===== src/rtl/fifo_ctrl_pkg.sv =====
// Shared definitions for the FIFO write-side control logic: FSM state encoding,
// a constant-evaluable clog2 and the default FIFO word width.
package fifo_ctrl_pkg;

    localparam int DEFAULT_DATA_WIDTH = 8;

    localparam logic [0:0] ST_IDLE = 1'b0;
    localparam logic [0:0] ST_XFER = 1'b1;

    // Number of bits needed to index 'value' distinct items (minimum 0)
    function automatic int clog2(input int value);
        int res;
        int rem;
        res = 32'sd0;
        rem = value - 32'sd1;
        while (rem > 32'sd0) begin
            res = res + 32'sd1;
            rem = rem >>> 1;
        end
        return res;
    endfunction

endpackage


===== src/rtl/rr_pick.sv =====
// Combinational rotating-priority picker: scans last+1, last+2, ... (mod N)
// and returns the first requesting index as a one-hot vector.
module rr_pick
    import fifo_ctrl_pkg::*;
#(
    parameter int N  = 4,
    parameter int IW = clog2(N)
) (
    input  logic [N-1:0]  req,
    input  logic [IW-1:0] last,
    output logic [N-1:0]  pick,
    output logic          valid
);

    logic [IW-1:0] idx_s;
    logic          hit_s;

    // Walk the ring once starting just after the previous owner
    always_comb begin
        pick  = '0;
        valid = 1'b0;
        idx_s = '0;
        hit_s = 1'b0;
        for (int k = 1; k <= N; k++) begin
            idx_s       = IW'((int'(last) + k) % N);
            hit_s       = req[idx_s] & ~valid;
            pick[idx_s] = hit_s;
            valid       = valid | hit_s;
        end
    end

endmodule


===== src/rtl/fifo_write_arbiter.sv =====
// Round-robin owner of the async FIFO write port with bounded bursts.
// Optional WARB_STALL_CNT_EN adds a saturating count of full-stalled cycles.
module fifo_write_arbiter
    import fifo_ctrl_pkg::*;
#(
    parameter int NUM_REQ    = 4,
    parameter int DATA_WIDTH = DEFAULT_DATA_WIDTH,
    parameter int BURST_MAX  = 4
) (
    input  logic                          wclk,
    input  logic                          rst,
    input  logic [NUM_REQ-1:0]            req,
    input  logic [NUM_REQ*DATA_WIDTH-1:0] req_data,
    input  logic                          fifo_full,
    output logic                          fifo_w_en,
    output logic [DATA_WIDTH-1:0]         fifo_data_in,
    output logic [NUM_REQ-1:0]            ack,
    output logic [NUM_REQ-1:0]            grant,
    output logic                          busy
`ifdef WARB_STALL_CNT_EN
    ,
    output logic [15:0]                   stall_cnt
`endif
);

    localparam int IDX_W = clog2(NUM_REQ);
    localparam int CNT_W = clog2(BURST_MAX + 1);
    localparam logic [CNT_W-1:0] CNT_LAST  = CNT_W'(BURST_MAX - 1);
    localparam logic [IDX_W-1:0] LAST_INIT = IDX_W'(NUM_REQ - 1);

    logic [0:0]         state_r;
    logic [0:0]         state_nxt_s;
    logic [NUM_REQ-1:0] grant_r;
    logic               busy_r;
    logic [CNT_W-1:0]   burst_cnt_r;
    logic [IDX_W-1:0]   last_r;
    logic [NUM_REQ-1:0] pick_s;
    logic               pick_valid_s;
    logic [IDX_W-1:0]   grant_idx_s;
    logic               owner_req_s;
    logic               w_en_s;
    logic               burst_done_s;
    logic               end_burst_s;

    rr_pick #(
        .N  (NUM_REQ),
        .IW (IDX_W)
    ) u_rr_pick (
        .req   (req),
        .last  (last_r),
        .pick  (pick_s),
        .valid (pick_valid_s)
    );

    // Owner decode, write qualification and end-of-burst detection
    always_comb begin
        grant_idx_s = '0;
        for (int i = 0; i < NUM_REQ; i++) begin
            grant_idx_s = grant_idx_s | ({IDX_W{grant_r[i]}} & IDX_W'(i));
        end
        owner_req_s  = |(req & grant_r);
        w_en_s       = (state_r == ST_XFER) & owner_req_s & ~fifo_full;
        burst_done_s = w_en_s & (burst_cnt_r == CNT_LAST);
        end_burst_s  = (state_r == ST_XFER) & (~owner_req_s | burst_done_s);
    end

    // FSM state register
    always_ff @(posedge wclk or posedge rst) begin
        if (rst) begin
            state_r <= ST_IDLE;
        end else begin
            state_r <= state_nxt_s;
        end
    end

    // FSM next-state logic
    always_comb begin
        state_nxt_s = state_r;
        case (state_r)
            ST_IDLE: begin
                if (pick_valid_s) begin
                    state_nxt_s = ST_XFER;
                end else begin
                    state_nxt_s = ST_IDLE;
                end
            end
            ST_XFER: begin
                if (end_burst_s) begin
                    state_nxt_s = ST_IDLE;
                end else begin
                    state_nxt_s = ST_XFER;
                end
            end
            default: state_nxt_s = ST_IDLE;
        endcase
    end

    // FIFO-side outputs; data is gated to zero whenever nobody owns the port
    always_comb begin
        fifo_data_in = '0;
        for (int i = 0; i < NUM_REQ; i++) begin
            fifo_data_in = fifo_data_in |
                ({DATA_WIDTH{grant_r[i] & (state_r == ST_XFER)}} &
                 req_data[i*DATA_WIDTH +: DATA_WIDTH]);
        end
        fifo_w_en = w_en_s;
        ack       = grant_r & {NUM_REQ{w_en_s}};
    end

    // Grant, busy, burst counter and rotation pointer
    always_ff @(posedge wclk or posedge rst) begin
        if (rst) begin
            grant_r     <= '0;
            busy_r      <= 1'b0;
            burst_cnt_r <= '0;
            last_r      <= LAST_INIT;
        end else if (state_r == ST_IDLE) begin
            if (pick_valid_s) begin
                grant_r     <= pick_s;
                busy_r      <= 1'b1;
                burst_cnt_r <= '0;
            end
        end else begin
            if (w_en_s) begin
                burst_cnt_r <= burst_cnt_r + CNT_W'(1);
            end
            if (end_burst_s) begin
                grant_r <= '0;
                busy_r  <= 1'b0;
                last_r  <= grant_idx_s;
            end
        end
    end

    assign grant = grant_r;
    assign busy  = busy_r;

`ifdef WARB_STALL_CNT_EN
    logic [15:0] stall_cnt_r;

    // Saturating count of cycles the owner was held off by a full FIFO
    always_ff @(posedge wclk or posedge rst) begin
        if (rst) begin
            stall_cnt_r <= 16'h0000;
        end else if ((state_r == ST_XFER) & owner_req_s & fifo_full &
                     (stall_cnt_r != 16'hFFFF)) begin
            stall_cnt_r <= stall_cnt_r + 16'h0001;
        end
    end

    assign stall_cnt = stall_cnt_r;
`endif

endmodule

===== config.mk =====
export PLATFORM = sky130hd
export DESIGN_NAME = fifo_write_arbiter
export DESIGN_NICKNAME = d
export VERILOG_FILES = /design/src/rtl/fifo_ctrl_pkg.sv /design/src/rtl/rr_pick.sv /design/src/rtl/fifo_write_arbiter.sv
export SDC_FILE = /design/constraint.sdc
export NUM_CORES = 1
export LEC_CHECK = 0
export ABC_AREA = 0
export BUFFER_PORTS_ARGS = -buffer_cell sky130_fd_sc_hd__buf_2
export CORE_MARGIN = 2
export CORE_UTILIZATION = 45
export DETAILED_ROUTE_END_ITERATION = 16
export PLACE_DENSITY_LB_ADDON = 0.12
export SLEW_MARGIN = 20
export SYNTH_ARGS = -nofsm -noshare
export SYNTH_HDL_FRONTEND = slang
export SYNTH_SLANG_ARGS = --single-unit
export TNS_END_PERCENT = 20

===== constraint.sdc =====
create_clock -name wclk -period 2.6 [get_ports wclk]
set_input_delay 0.13 -clock wclk [delete_from_list [all_inputs] [get_ports wclk]]
set_output_delay 0.13 -clock wclk [all_outputs]
set_load 0.05 [all_outputs]

---- Word level (Yosys, flattened, before mapping) ----
Cells that the tools add are included.
word-level totals
  register bits ........................... 11
  bits of input ports ..................... 39
  output and inout bits ................... 18
cells by class
  $add $sub $neg .......................... 5
  $lt $le $gt $ge ......................... 8
  eq/ne operators ......................... 3
  muxes and demuxes ....................... 31
  bitwise logic cells ..................... 33
  reductions and logical operators ........ 9
operators by type and width
  operator               number
  $and A8 B8 Y8          4
  $or A8 B8 Y8           3
  $mux W1                13
  $and A4 B4 Y4          3
  $bwmux W4              3
  $lt A2 B3 Y1 const B   4
  $mux W4                3
  $and A1 B1 Y1          11
  $mux W3                3
  $bmux W1 S2            4
  $demux W1 S2           4
  $ge A2 B1 Y1 const B   4
  $not A1 Y1             6
  $reduce_and A2 Y1      3
  $add A2 B1 Y2 const B  2
  $add A2 B2 Y2 const B  2
  $logic_and A1 B1 Y1    4
  $ne A2 B1 Y1 const B   2
  $or A1 B1 Y1           4
  $reduce_or A4 Y1       1
  $add A3 B1 Y3 const B  1
  $eq A3 B2 Y1 const B   1
  $or A1 B2 Y2           1
  $or A2 B2 Y2           1
  other kinds (2)        2

---- Longest topological paths before layout ----
  depth in word-level cells ............... 14
  gate-level depth with buffers ........... 7

---- Cells and area by module ----
Synthesis repeated with hierarchy kept, for this count alone.
second synthesis, totals
  cell total of the unflattened synthesis .. 120
  area, all modules ....................... 1,133.6 sq um
by module, submodules not included
  module              times used  cells each  area an instance (sq um)  sequential area each (sq um)
  fifo_write_arbiter  1           84          762.0                     277.8
  rr_pick             1           36          371.6                     0.0

---- Worst setup path after synthesis ----
OpenSTA, ideal clock, no wires.
  path type ............................... register to output
  start ................................... register grant_r[0], in the netlist grant[0]
  end ..................................... output port ack[0]
  data arrival time ....................... 2.367 ns
  data required time ...................... 2.470 ns
  path slack .............................. 0.103 ns
  stages on the path, launching flop included .. 5
  path buffers ............................ 0
  cells stage by stage .................... dfrtp_1 a22o_1 a221oi_1 nor3b_2 and2_1
on the way
  word-level cells in the longest chain between the ends .. 5
ends and longest elaborated chain
  item                         RTL line                   RTL
  start, declared              fifo_write_arbiter.sv:33   logic [NUM_REQ-1:0] grant_r;
  start signal, assigned       fifo_write_arbiter.sv:119  grant_r <= pick_s;
  $and A4 B4 Y4                fifo_write_arbiter.sv:61   owner_req_s = |(req & grant_r);
  $reduce_or A4 Y1             fifo_write_arbiter.sv:61
  $and A1 B1 Y1 (2 in series)  fifo_write_arbiter.sv:62   w_en_s = (state_r == ST_XFER) & owner_req_s & ~fifo_full;
  net fifo_w_en                fifo_write_arbiter.sv:15   output logic fifo_w_en,
  $and A4 B4 Y4                fifo_write_arbiter.sv:107  ack = grant_r & {NUM_REQ{w_en_s}};
  end, declared                fifo_write_arbiter.sv:17   output logic [NUM_REQ-1:0] ack,
The timed path passes the listed nets, and every way through them passes these cells.

---- Worst setup path after layout ----
  start ................................... register last_r[0]
  end ..................................... register grant_r[3], in the netlist grant[3]
on the way
  word-level cells in the longest chain between the ends .. 14
  elaborated cells on any way between the ends .. 49
ends and longest elaborated chain
  item                                           RTL line                      RTL
  start, declared                                fifo_write_arbiter.sv:36      logic [IDX_W-1:0] last_r;
  start signal, assigned                         fifo_write_arbiter.sv:130     last_r <= grant_idx_s;
  $add A2 B1 Y2                                  rr_pick.sv:25                 idx_s = IW'((int'(last) + k) % N);
  $bmux W1 S2                                    rr_pick.sv:26                 hit_s = req[idx_s] & ~valid;
  $mux W1 (not written as such)                  rr_pick.sv:26
  $not A1 Y1                                     rr_pick.sv:26
  $and A1 B1 Y1                                  rr_pick.sv:26
  $or A1 B1 Y1                                   rr_pick.sv:28                 valid = valid | hit_s;
  $not A1 Y1                                     rr_pick.sv:26
  $and A1 B1 Y1                                  rr_pick.sv:26
  $or A1 B1 Y1                                   rr_pick.sv:28
  $not A1 Y1                                     rr_pick.sv:26
  $and A1 B1 Y1                                  rr_pick.sv:26
  $bwmux W4 or $or A1 B1 Y1 (tied branches)      rr_pick.sv:27, rr_pick.sv:28
  $mux W4 or $reduce_bool A2 Y1 (tied branches)  --
  $mux W4 or $reduce_and A2 Y1 (tied branches)   --
Parallel ways exist; a longest one is shown, timed or not. The select of a mux whose other input is x is not followed.
A chain may end at the register's enable or synchronous reset.

==> metrics.md <==
| Metric | Value |
|---|---|
| Worst-path fanout max | `5` |
| Delay-heaviest family, CP | `compound AO/OA/AOI/OAI gates` |
| CTS H-tree lvls | `1` |
| Top-count cell post-synth | `a22oi_1` |
| Seq/Total Area, Yosys | `25.7%` |
| DP Area | `around 0.0014 mm2` |
| Startpoint Class | `flop` |
| Core area | `~0.0022 mm2` |
| GRT Total Usage | `22.8%` |
| Lkg Pwr | `around 0.7 nW` |
| Reg power frac | `about 22%` |
| Max cap viols | `0` |
| Internal power | `0.768 mW` |
| CTS tree | `done` |
| Crit path launch | `last_r[0]` |
| Setup violators final | `0` |
| Synth warn | `0` |
| Fill cell count | `about 170` |
| Synth Area in XOR/XNOR | `0%` |
| Reg clk slew, reported paths | `around 0.070 ns` |
| Clock net sink count | `11` |
| GRT Residual Overflow | `0` |
| Inserted Diodes | `0` |
| Mapped Area | `about 0.0011 mm2` |
| Design area | `approximately 0.0015 mm2` |
| Die Span X | `53.0 um` |
| Asr flop ratio synth | `100%` |
| Final Instance Count excl. Fillers | `about 210` |
| F_max | `between 0.4 and 0.5 GHz` |
| Drt pass-1 iters | `4` |
| Clock Power Share | `under 10%` |
| Largest net degree at the start of global routing | `15` |
| Syn nets | `169` |
| CP arrival | `~2.6 ns` |
| Setup CP Type | `flop to flop` |
| Final hold violation count | `0` |
| Die area | `0.00281 mm2` |
| Switching power | `approximately 1.0 mW` |
| Synth top area share | `a little over a fifth` |
| PD cells | `around 1200 mW/mm2` |
| Final worst clock skew | `0.00228 ns` |
| Post-synth top area cell | `dfrtp_1` |
| Global-route wire length before repair | `approximately 4.8 mm` |
| CP Buf/Inv Count | `1` |
| Residual DRC | `0` |
| Min-delay src | `fifo_full` |
| Yosys reg bits | `11` |
| Combinational power share | `a little over 70%` |
| Global placement routability congestion | `about 0.89` |
| Max incr delay on CP | `around 0.60 ns` |
| Worst VDD drop | `0.880 mV` |
| Synth top area cells | `dfrtp_1, a22oi_1, ha_1` |
| Post-synth EDFFs | `0` |
| Layout cells sized above 1 | `around 40%` |
| Synth-to-layout area growth | `34.8%` |
| Mapped Cells | `122` |
| Period utilization | `92.9%` |
| Synth Area in Simple Gates | `21.7%` |
| Adder-Cell Fraction of Synth Area | `9.27%` |
| Hold Crit Class | `primary input to flop` |
| Remaining antenna violation count | `0` |
| Pins Over Slew Limit | `0` |
| Vias in the first global route | `about 1100` |
| Post-DP HPWL | `approximately 2.3 mm` |
| Post-layout min period | `between 2 and 2.5 ns` |
| Worst flop-to-flop path startpoint | `last_r[0]` |
| TritonCTS Buffers | `3` |
| Boundary pin count | `between 50 and 60` |
| Syn_area_per_cell | `between 8 and 9 um2` |
| Max-Slew Margin vs Limit | `between 50% and 60%` |
| Synth Area in Compound Gates | `approximately a third` |
| WHS | `~0.21 ns` |
| Nets | `between 200 and 250` |
| DR iter-0 viols | `52` |
| Wire per inst | `~15 um` |
| Multiplexer area fraction after synthesis | `under 10%` |
| Dpl cells | `200` |
| Die height | `between 50 and 60 um` |
| Initial Util | `48.3%` |
| Worst path cell trace | `clkinvlp_4 -> ha_1 -> or3b_1 -> a311oi_4 -> a211oi_1 -> a221oi_1` |
| Rows | `17` |
| Setup Total Neg Slack | `0 ns` |
| Slew @ Worst Pin | `around 0.68 ns` |
| Netlist cell types | `40` |
| Nature of the critical path endpoint | `flop` |
| Primary FF master, synth | `dfrtp_1` |
| Vias | `around 1200` |
| Initial antenna violation count | `0` |
| Vias/cell | `~6.0` |
| Largest family of logic cells by synthesized area | `compound AO/OA/AOI/OAI gates` |
| WP data required | `roughly 2.8 ns` |
| CTS Root Cell | `clkbuf_4` |
| Outcome | `complete, no violations` |
| Clk_lat worst skew | `0.27 ns` |
| PortBufs | `56` |
| Maximum clock insertion buffer count | `2` |
| Crit-path slowest cell | `dfstp_2` |
| Total wire length | `3.13 mm` |
| Net Sw Frac | `between 50% and 60%` |
| Top cells by count, synth | `a22oi_1, dfrtp_1, a21boi_0, ha_1, nand2_1` |
-- area by class of cell --
type / count / area, um2 / share of cell area, %
clock buffers: 3 / 22.5 / 1.55
flip-flops and latches: 11 / 278 / 19.1
repair buffers: 61 / 320 / 22.0
multi-input cells: 99 / 768 / 52.8
clock inverters: 1 / 5.00 / 0.344
inverters: 6 / 26.3 / 1.81
well taps: 28 / 35.0 / 2.41
-- kinds of logic (layout without fill, tap and decap cells) --
| group | after synthesis | after routing |
|---|---|---|
| AOI/OAI and AO/OA | 46 | 46 |
| adders and majority gates | 8 | 8 |
| buffers and inverters | 12 | 71 |
| DFF | 11 | 11 |
| muxes | 5 | 5 |
| and+or+nand+nor | 40 | 40 |
-- per-layer routing --
metal  vias to the layer above  track usage, %  part of all wire [%]
met5                         -               0                     0
met4                         0            4.27                  0.13
met3                         2            4.24                   8.0
met2                        68            41.9                    50
met1                       581            27.5                    42
li1                        594               -                     -
-- stage by stage --
step | power (mW) | utilization, % | setup slack, ns
2_1_floorplan | 1.34 | - | 0.103
3_3_place_gp | 1.58 | 61.5 | 0.237
3_5_place_dp | 1.61 | 61.5 | 0.137
4_1_cts | 1.73 | 63.1 | 0.123
5_1_grt | 1.93 | 65.2 | -0.00575
6_report | 1.81 | 65.2 | 0.185
-- power by group through the flow --
stage	sequential (mW)	combinational, mW	clock, mW
3_3_place_gp	0.404	1.18	0
3_5_place_dp	0.412	1.20	0
4_1_cts	0.408	1.20	0.117
6_report	0.402	1.29	0.115
5_1_grt	0.419	1.38	0.129
2_1_floorplan	0.421	0.917	0
-- worst register-to-register path, delay by kind of cell (launching register included) --
family | cells | cell delay (ns)
AOI/OAI and AO/OA | 3 | 0.81
and+or+nand+nor | 1 | 0.41
DFF | 1 | 0.60
adders and majority gates | 1 | 0.36
buffers and inverters | 1 | 0.14
-- registers in the layout, indices dropped and copies added, names as in the netlist --
name / count
burst_cnt_r: 3
busy: 1
grant: 4
last_r: 2
state_r: 1
-- timing repair --
action | 4_1_cts | 5_1_grt
gates resized for setup | 0 | 2
hold endpoints to repair | 9 | 0
endpoints found under the setup margin | 0 | 2
hold buffers | 1 | 0
buffers inserted | 0 | 4
-- cell usage in the layout, fill, tap and decap left out, types with 2 or more instances in the layout --
master,instances
ha_1,8
and2_1,4
buf_4,4
clkbuf_4,3
dfstp_2,2
buf_2,56
inv_1,5
mux2i_1,3
dfrtp_1,9
nor3_1,3
a21boi_0,8
a211oi_1,2
nor2_1,5
nand2_1,7
nand3_1,5
a22oi_1,17
o21ai_0,2
nor4_1,2
nor2b_1,3
a221oi_1,4
a21oi_1,4
nand3b_1,2
-- final timing paths --
check	endpoint	slack (ns)	cells after the start
max	grant[3]	0.18	6
min	burst_cnt_r[2]	0.21	3
max reg2reg	grant[3]	0.18	6
min reg2reg	burst_cnt_r[0]	0.48	1
max in group asynchronous	last_r[1]	1.91	3
min in group asynchronous	busy	0.38	3
(Power assumes the default switching activity.)
